--- src/rtl/issue_ctrl.sv ---
// Issue/hazard controller: per-register scoreboard, RAW/WAW stall,
// redirect flush sequencing and stall/flush event counters.
module issue_ctrl #(
  parameter int NREG         = 32,
  parameter int RA_W         = 5,
  parameter int FLUSH_CYCLES = 2,
  parameter int CNT_W        = 32
) (
  input  logic             clk,
  input  logic             rst,
  input  logic             ifu_valid,
  output logic             ifu_ready,
  input  logic [RA_W-1:0]  id_rs1,
  input  logic [RA_W-1:0]  id_rs2,
  input  logic [RA_W-1:0]  id_rd,
  input  logic             id_rs1_used,
  input  logic             id_rs2_used,
  input  logic             id_regwr,
  output logic             idu_valid,
  input  logic             exu_ready,
  input  logic             wb_valid,
  input  logic             wb_regwr,
  input  logic [RA_W-1:0]  wb_rd,
  input  logic             redirect_valid,
  output logic             flush_o,
  output logic [1:0]       state_o,
  output logic [CNT_W-1:0] stall_cnt,
  output logic [CNT_W-1:0] flush_cnt
);

  localparam logic [1:0] RUN   = 2'd0;
  localparam logic [1:0] STALL = 2'd1;
  localparam logic [1:0] FLUSH = 2'd2;

  localparam int FC_W =
    (FLUSH_CYCLES > 1) ? $clog2(FLUSH_CYCLES) : 1;
  localparam logic [FC_W-1:0] FC_LOAD = FC_W'(FLUSH_CYCLES - 1);
  localparam logic [FC_W-1:0] FC_ONE  = FC_W'(1);
  localparam logic [CNT_W-1:0] C_ONE  = CNT_W'(1);

  logic [NREG-1:0]  busy_q, busy_d;
  logic [1:0]       state_q, state_d;
  logic [FC_W-1:0]  fcnt_q, fcnt_d;
  logic [CNT_W-1:0] stall_q, stall_d;
  logic [CNT_W-1:0] flush_q, flush_d;

  logic haz, issue, in_flush;
  logic wb_clr, id_set;

  // Registered busy only: the regfile has no write-to-read bypass.
  assign haz =
    (id_rs1_used & (id_rs1 != '0) & busy_q[id_rs1]) |
    (id_rs2_used & (id_rs2 != '0) & busy_q[id_rs2]) |
    (id_regwr    & (id_rd  != '0) & busy_q[id_rd]);

  assign in_flush = (state_q == FLUSH);

  always_comb begin
    idu_valid = 1'b0;
    ifu_ready = 1'b0;
    flush_o   = 1'b0;
    if (rst) begin
      unique case (1'b1)
        in_flush: begin
          ifu_ready = 1'b1;
          flush_o   = 1'b1;
        end
        !in_flush: begin
          idu_valid = ifu_valid & ~haz & ~redirect_valid;
          ifu_ready = exu_ready & ~haz & ~redirect_valid;
          flush_o   = redirect_valid;
        end
      endcase
    end
  end

  assign issue  = idu_valid & exu_ready;
  assign wb_clr = wb_valid & wb_regwr & (wb_rd != '0);
  assign id_set = issue & id_regwr & (id_rd != '0);

  // Set after clear: the issuing instruction is the younger writer.
  always_comb begin
    busy_d = busy_q;
    if (wb_clr) busy_d[wb_rd] = 1'b0;
    if (id_set) busy_d[id_rd] = 1'b1;
    busy_d[0] = 1'b0;
  end

  always_comb begin
    state_d = state_q;
    fcnt_d  = fcnt_q;
    flush_d = flush_q;
    stall_d = stall_q;
    if (state_q == STALL) stall_d = stall_q + C_ONE;
    if (redirect_valid) begin
      state_d = FLUSH;
      fcnt_d  = FC_LOAD;
      flush_d = flush_q + C_ONE;
    end else begin
      unique case (state_q)
        RUN:
          if (ifu_valid & haz) state_d = STALL;
        STALL:
          if (~haz | ~ifu_valid) state_d = RUN;
        FLUSH:
          if (fcnt_q == '0) state_d = RUN;
          else fcnt_d = fcnt_q - FC_ONE;
        default:
          state_d = RUN;
      endcase
    end
  end

  always_ff @(posedge clk or negedge rst) begin
    if (!rst) begin
      busy_q  <= '0;
      state_q <= RUN;
      fcnt_q  <= '0;
      stall_q <= '0;
      flush_q <= '0;
    end else begin
      busy_q  <= busy_d;
      state_q <= state_d;
      fcnt_q  <= fcnt_d;
      stall_q <= stall_d;
      flush_q <= flush_d;
    end
  end

  assign state_o   = state_q;
  assign stall_cnt = stall_q;
  assign flush_cnt = flush_q;

endmodule

--- config.mk ---
export PLATFORM = sky130hd
export DESIGN_NAME = issue_ctrl
export DESIGN_NICKNAME = d
export VERILOG_FILES = /design/src/rtl/issue_ctrl.sv
export SDC_FILE = /design/constraint.sdc
export NUM_CORES = 1
export LEC_CHECK = 0
export ABC_AREA = 1
export CAP_MARGIN = 20
export CORE_MARGIN = 2
export CORE_UTILIZATION = 49
export CTS_CLUSTER_SIZE = 30
export DETAILED_ROUTE_END_ITERATION = 8
export PLACE_DENSITY_LB_ADDON = 0.25
export SLEW_MARGIN = 10
export SYNTH_ARGS = -nofsm -noshare
export SYNTH_HDL_FRONTEND = slang
export SYNTH_SLANG_ARGS = --single-unit
--- constraint.sdc ---
create_clock -name clk -period 2 [get_ports clk]
set_input_delay 0.5 -clock clk [delete_from_list [all_inputs] [get_ports clk]]
set_output_delay 0.5 -clock clk [all_outputs]
set_load 0.05 [all_outputs]
==> impl_metrics.env <==
export IMPL_ys_warn_count=0
export IMPL_crit_family="simple AND/OR/NAND/NOR gates"
export IMPL_required_ns=1.50
export IMPL_layout_drive_gt1_share_pct=25.8
export IMPL_grt_max_degree=99
export IMPL_cts_sinks=98
export IMPL_first_global_vias=5716
export IMPL_muxShareOfSynthArea_pct=0
export IMPL_ir_worst_vdd_uv=949
export IMPL_finalSetupViolCount=2
export IMPL_yosys_area_share_simple_pct=37.4
export IMPL_synth_top_family_by_area="simple AND/OR/NAND/NOR gates"
export IMPL_port_buffers=98
export IMPL_r2r_cells=10
export IMPL_synth_area_mm2=0.00618
export IMPL_start_util_pct=49.6
export IMPL_synth_compound_area_share_pct=4.66
export IMPL_synth_async_sr_flop_share_pct=100
export IMPL_cts_tree="yes"
export IMPL_viasPerCell=5.18
export IMPL_wl_per_cell_um=14.1
export IMPL_hold_path_class="in2async"
export IMPL_whs_ns=0.256
export IMPL_numCtsBuffers=9
export IMPL_yosys_most_used_dff="dfrtp_1"
export IMPL_fmax_mhz=402
export IMPL_synth_ff_latch_count=98
export IMPL_slew_headroom_pct=60.8
export IMPL_drt_first_pass_iters=7
export IMPL_status="finished with violations"
export IMPL_fin_setup_tns_ns=-0.960
export IMPL_rsz0062_at_grt="true"
export IMPL_synth_adder_area_share_pct=0.405
export IMPL_synth_most_common_cell="nand2_1"
export IMPL_p_per_area_mw_per_mm2=653
export IMPL_grt_pass1_wl_um=28200
export IMPL_critPathSlowestCell="dfrtp_1"
export IMPL_die_area_mm2=0.0135
export IMPL_crit_buf_inv=3
export IMPL_antenna_found_initial=0
export IMPL_slew_violations=0
export IMPL_path_clk_slew_ns=0.07
export IMPL_syn_nets=883
export IMPL_grt_usage_pct=26.3
export IMPL_violations="setup timing"
export IMPL_syn2layout_area_growth_pct=34.9
export IMPL_grt_overflow=0
export IMPL_cp_start_kind="register"
export IMPL_clk_latency_ns=0.35
export IMPL_cap_violations=0
export IMPL_gp_congestion=0.923
export IMPL_netlist_area_leader_share_pct=39.7
export IMPL_crit_path_end_kind="output port"
export IMPL_cts_buffer_depth=2
export IMPL_ys_seq_area_share_pct=39.7
export IMPL_synth_common_cells="nand2_1, inv_1, dfrtp_1, nor2_1, nand3_1"
export IMPL_synthCells=851
export IMPL_core_area_mm2=0.0125
export IMPL_p_leak_uw=0.00424
export IMPL_synth_edf_count=0
export IMPL_hold_viol=0
export IMPL_synth_cell_types=38
export IMPL_crit_cells=13
export IMPL_tightestPinTransition_ns=0.582
export IMPL_final_antenna_net_count=0
export IMPL_diodes=0
export IMPL_post_dp_hpwl_um=12400
export IMPL_crit_top_cell="nand2_1"
export IMPL_path_cells="inv_1, nand2_1, nand3_1, nand2_1, nand2_1, nand2_1, nor2_1, nand2_1, nand2_2, nor2_4, buf_6, nor3b_4, buf_12"
export IMPL_fin_crit_ns=2.49
export IMPL_clockRootBuffer="clkbuf_16"
export IMPL_num_rows=41
export IMPL_yosys_area_top_type="dfrtp_1"
export IMPL_finalPower_uw=5440
export IMPL_synth_xor_area_share_pct=8.65
export IMPL_synthTopCellsByArea="dfrtp_1, nand2_1, inv_1"
export IMPL_cp_slowest_stage_delay_ns=0.42
export IMPL_finalCritPeriodShare_pct=124
export IMPL_finalWirelength_um=16900
export IMPL_syn_area_per_cell_um2=7.26
export IMPL_finalClockSkew_ns=0.0101
export IMPL_vias=6205
export IMPL_drc_errors=0
export IMPL_die_x_um=116
export IMPL_cts_max_level=3
export IMPL_worst_ep_arrival_time_ns=1.99
export IMPL_postLayoutSetupSlackWorst_ns=-0.489
export IMPL_fp_dieH_um=116
export IMPL_cp_max_fo=3
export IMPL_final_nets=1052
export IMPL_path_class="reg2out"
export IMPL_io_pins=99
export IMPL_drt_first_iter_violations=582
-- timing repair --
action / in CTS / in global routing
endpoints found under the setup margin: 34 / 29
gates resized for setup: 66 / 29
cloned: 2 / 0
hold buffers: 0 / 0
pin swaps: 14 / 9
setup buffers: 5 / 7
-- power by group --
part	leakage, uW	total, uW	switching, uW	internal, uW
clock	0.000162	1900	793	1110
sequential	0.00132	2240	147	2090
combinational	0.00276	1300	832	470
-- path summary, 6_finish.rpt --
kind	slack (ns)	startpoint	endpoint
worst min-delay path	0.26	rst	busy_q[30]$_DFF_PN0_
worst max-delay path	-0.49	busy_q[2]$_DFF_PN0_	idu_valid
max in group asynchronous	1.31	rst	stall_cnt[2]$_DFFE_PN0N_
worst max register to register	0.11	stall_cnt[0]$_DFFE_PN0N_	stall_cnt[29]$_DFFE_PN0N_
min in group clk	0.47	flush_cnt[31]$_DFFE_PN0P_	flush_cnt[31]$_DFFE_PN0P_
worst min register to register	0.47	flush_cnt[31]$_DFFE_PN0P_	flush_cnt[31]$_DFFE_PN0P_
-- flip-flops by register name (all words and copies together), names as in the netlist --
name and cells:
busy_q 31, state_o 2, flush_cnt 32, fcnt_q 1
stall_cnt 32
-- layout make-up --
type	instances	area (um2)
clock buffers	9	225
inverters	110	438
flip-flops and latches	98	2460
clock inverters	7	98.8
fillers	1057	4130
repair inverters	1	7.51
well taps	172	215
multi-input cells	620	3370
repair buffers	180	1520
-- kinds of logic after synthesis --
kind of cell | after synthesis
adder cells (fa/ha/maj) | 2
AO/OA/AOI/OAI | 54
buffers and inverters | 133
XOR/XNOR | 61
flip-flops | 98
AND/OR/NAND/NOR | 503
-- layout by cell type, fill, tap and decap left out, types with 4 or more instances in the layout --
cell type,instances
o21ai_1,5
nor3_1,21
nor2_2,11
buf_6,5
nor2_1,68
nand2_1,245
xnor2_1,20
nor2_4,10
buf_4,139
dfrtp_2,9
o211ai_1,5
dfrtp_1,89
o21ai_0,37
nor3_2,10
nand2_2,9
nor3_4,4
clkdlybuf4s50_1,14
xor2_1,41
dlygate4sd2_1,6
inv_1,92
inv_2,11
nand3_2,4
nand3_1,58
clkbuf_16,9
buf_12,8
nand4_1,47
inv_4,5
nor4_1,6
-- metal layers --
layer / up-vias / GRT usage, % / part of all wire [%]
met3: 21 / 5.24 / 7.4
met1: 2858 / 38.8 / 46
met4: 0 / 8.33 / 1.8
li1: 3064 / - / -
met2: 262 / 38.9 / 45
met5: - / 0 / 0
-- stage by stage --
step | instances | utilization (%) | instance area [um2] | worst slack [ns]
after floorplan | 851 | - | 6270 | -0.296
after global placement | 1167 | 62.0 | 7730 | -0.878
after detailed placement | 1167 | 62.0 | 7730 | -0.875
after CTS | 1190 | 66.0 | 8230 | -0.483
after global routing | 1197 | 66.9 | 8340 | -0.598
final | 1197 | 66.9 | 8340 | -0.489
No activity file was read; power rests on OpenSTA's default activity.
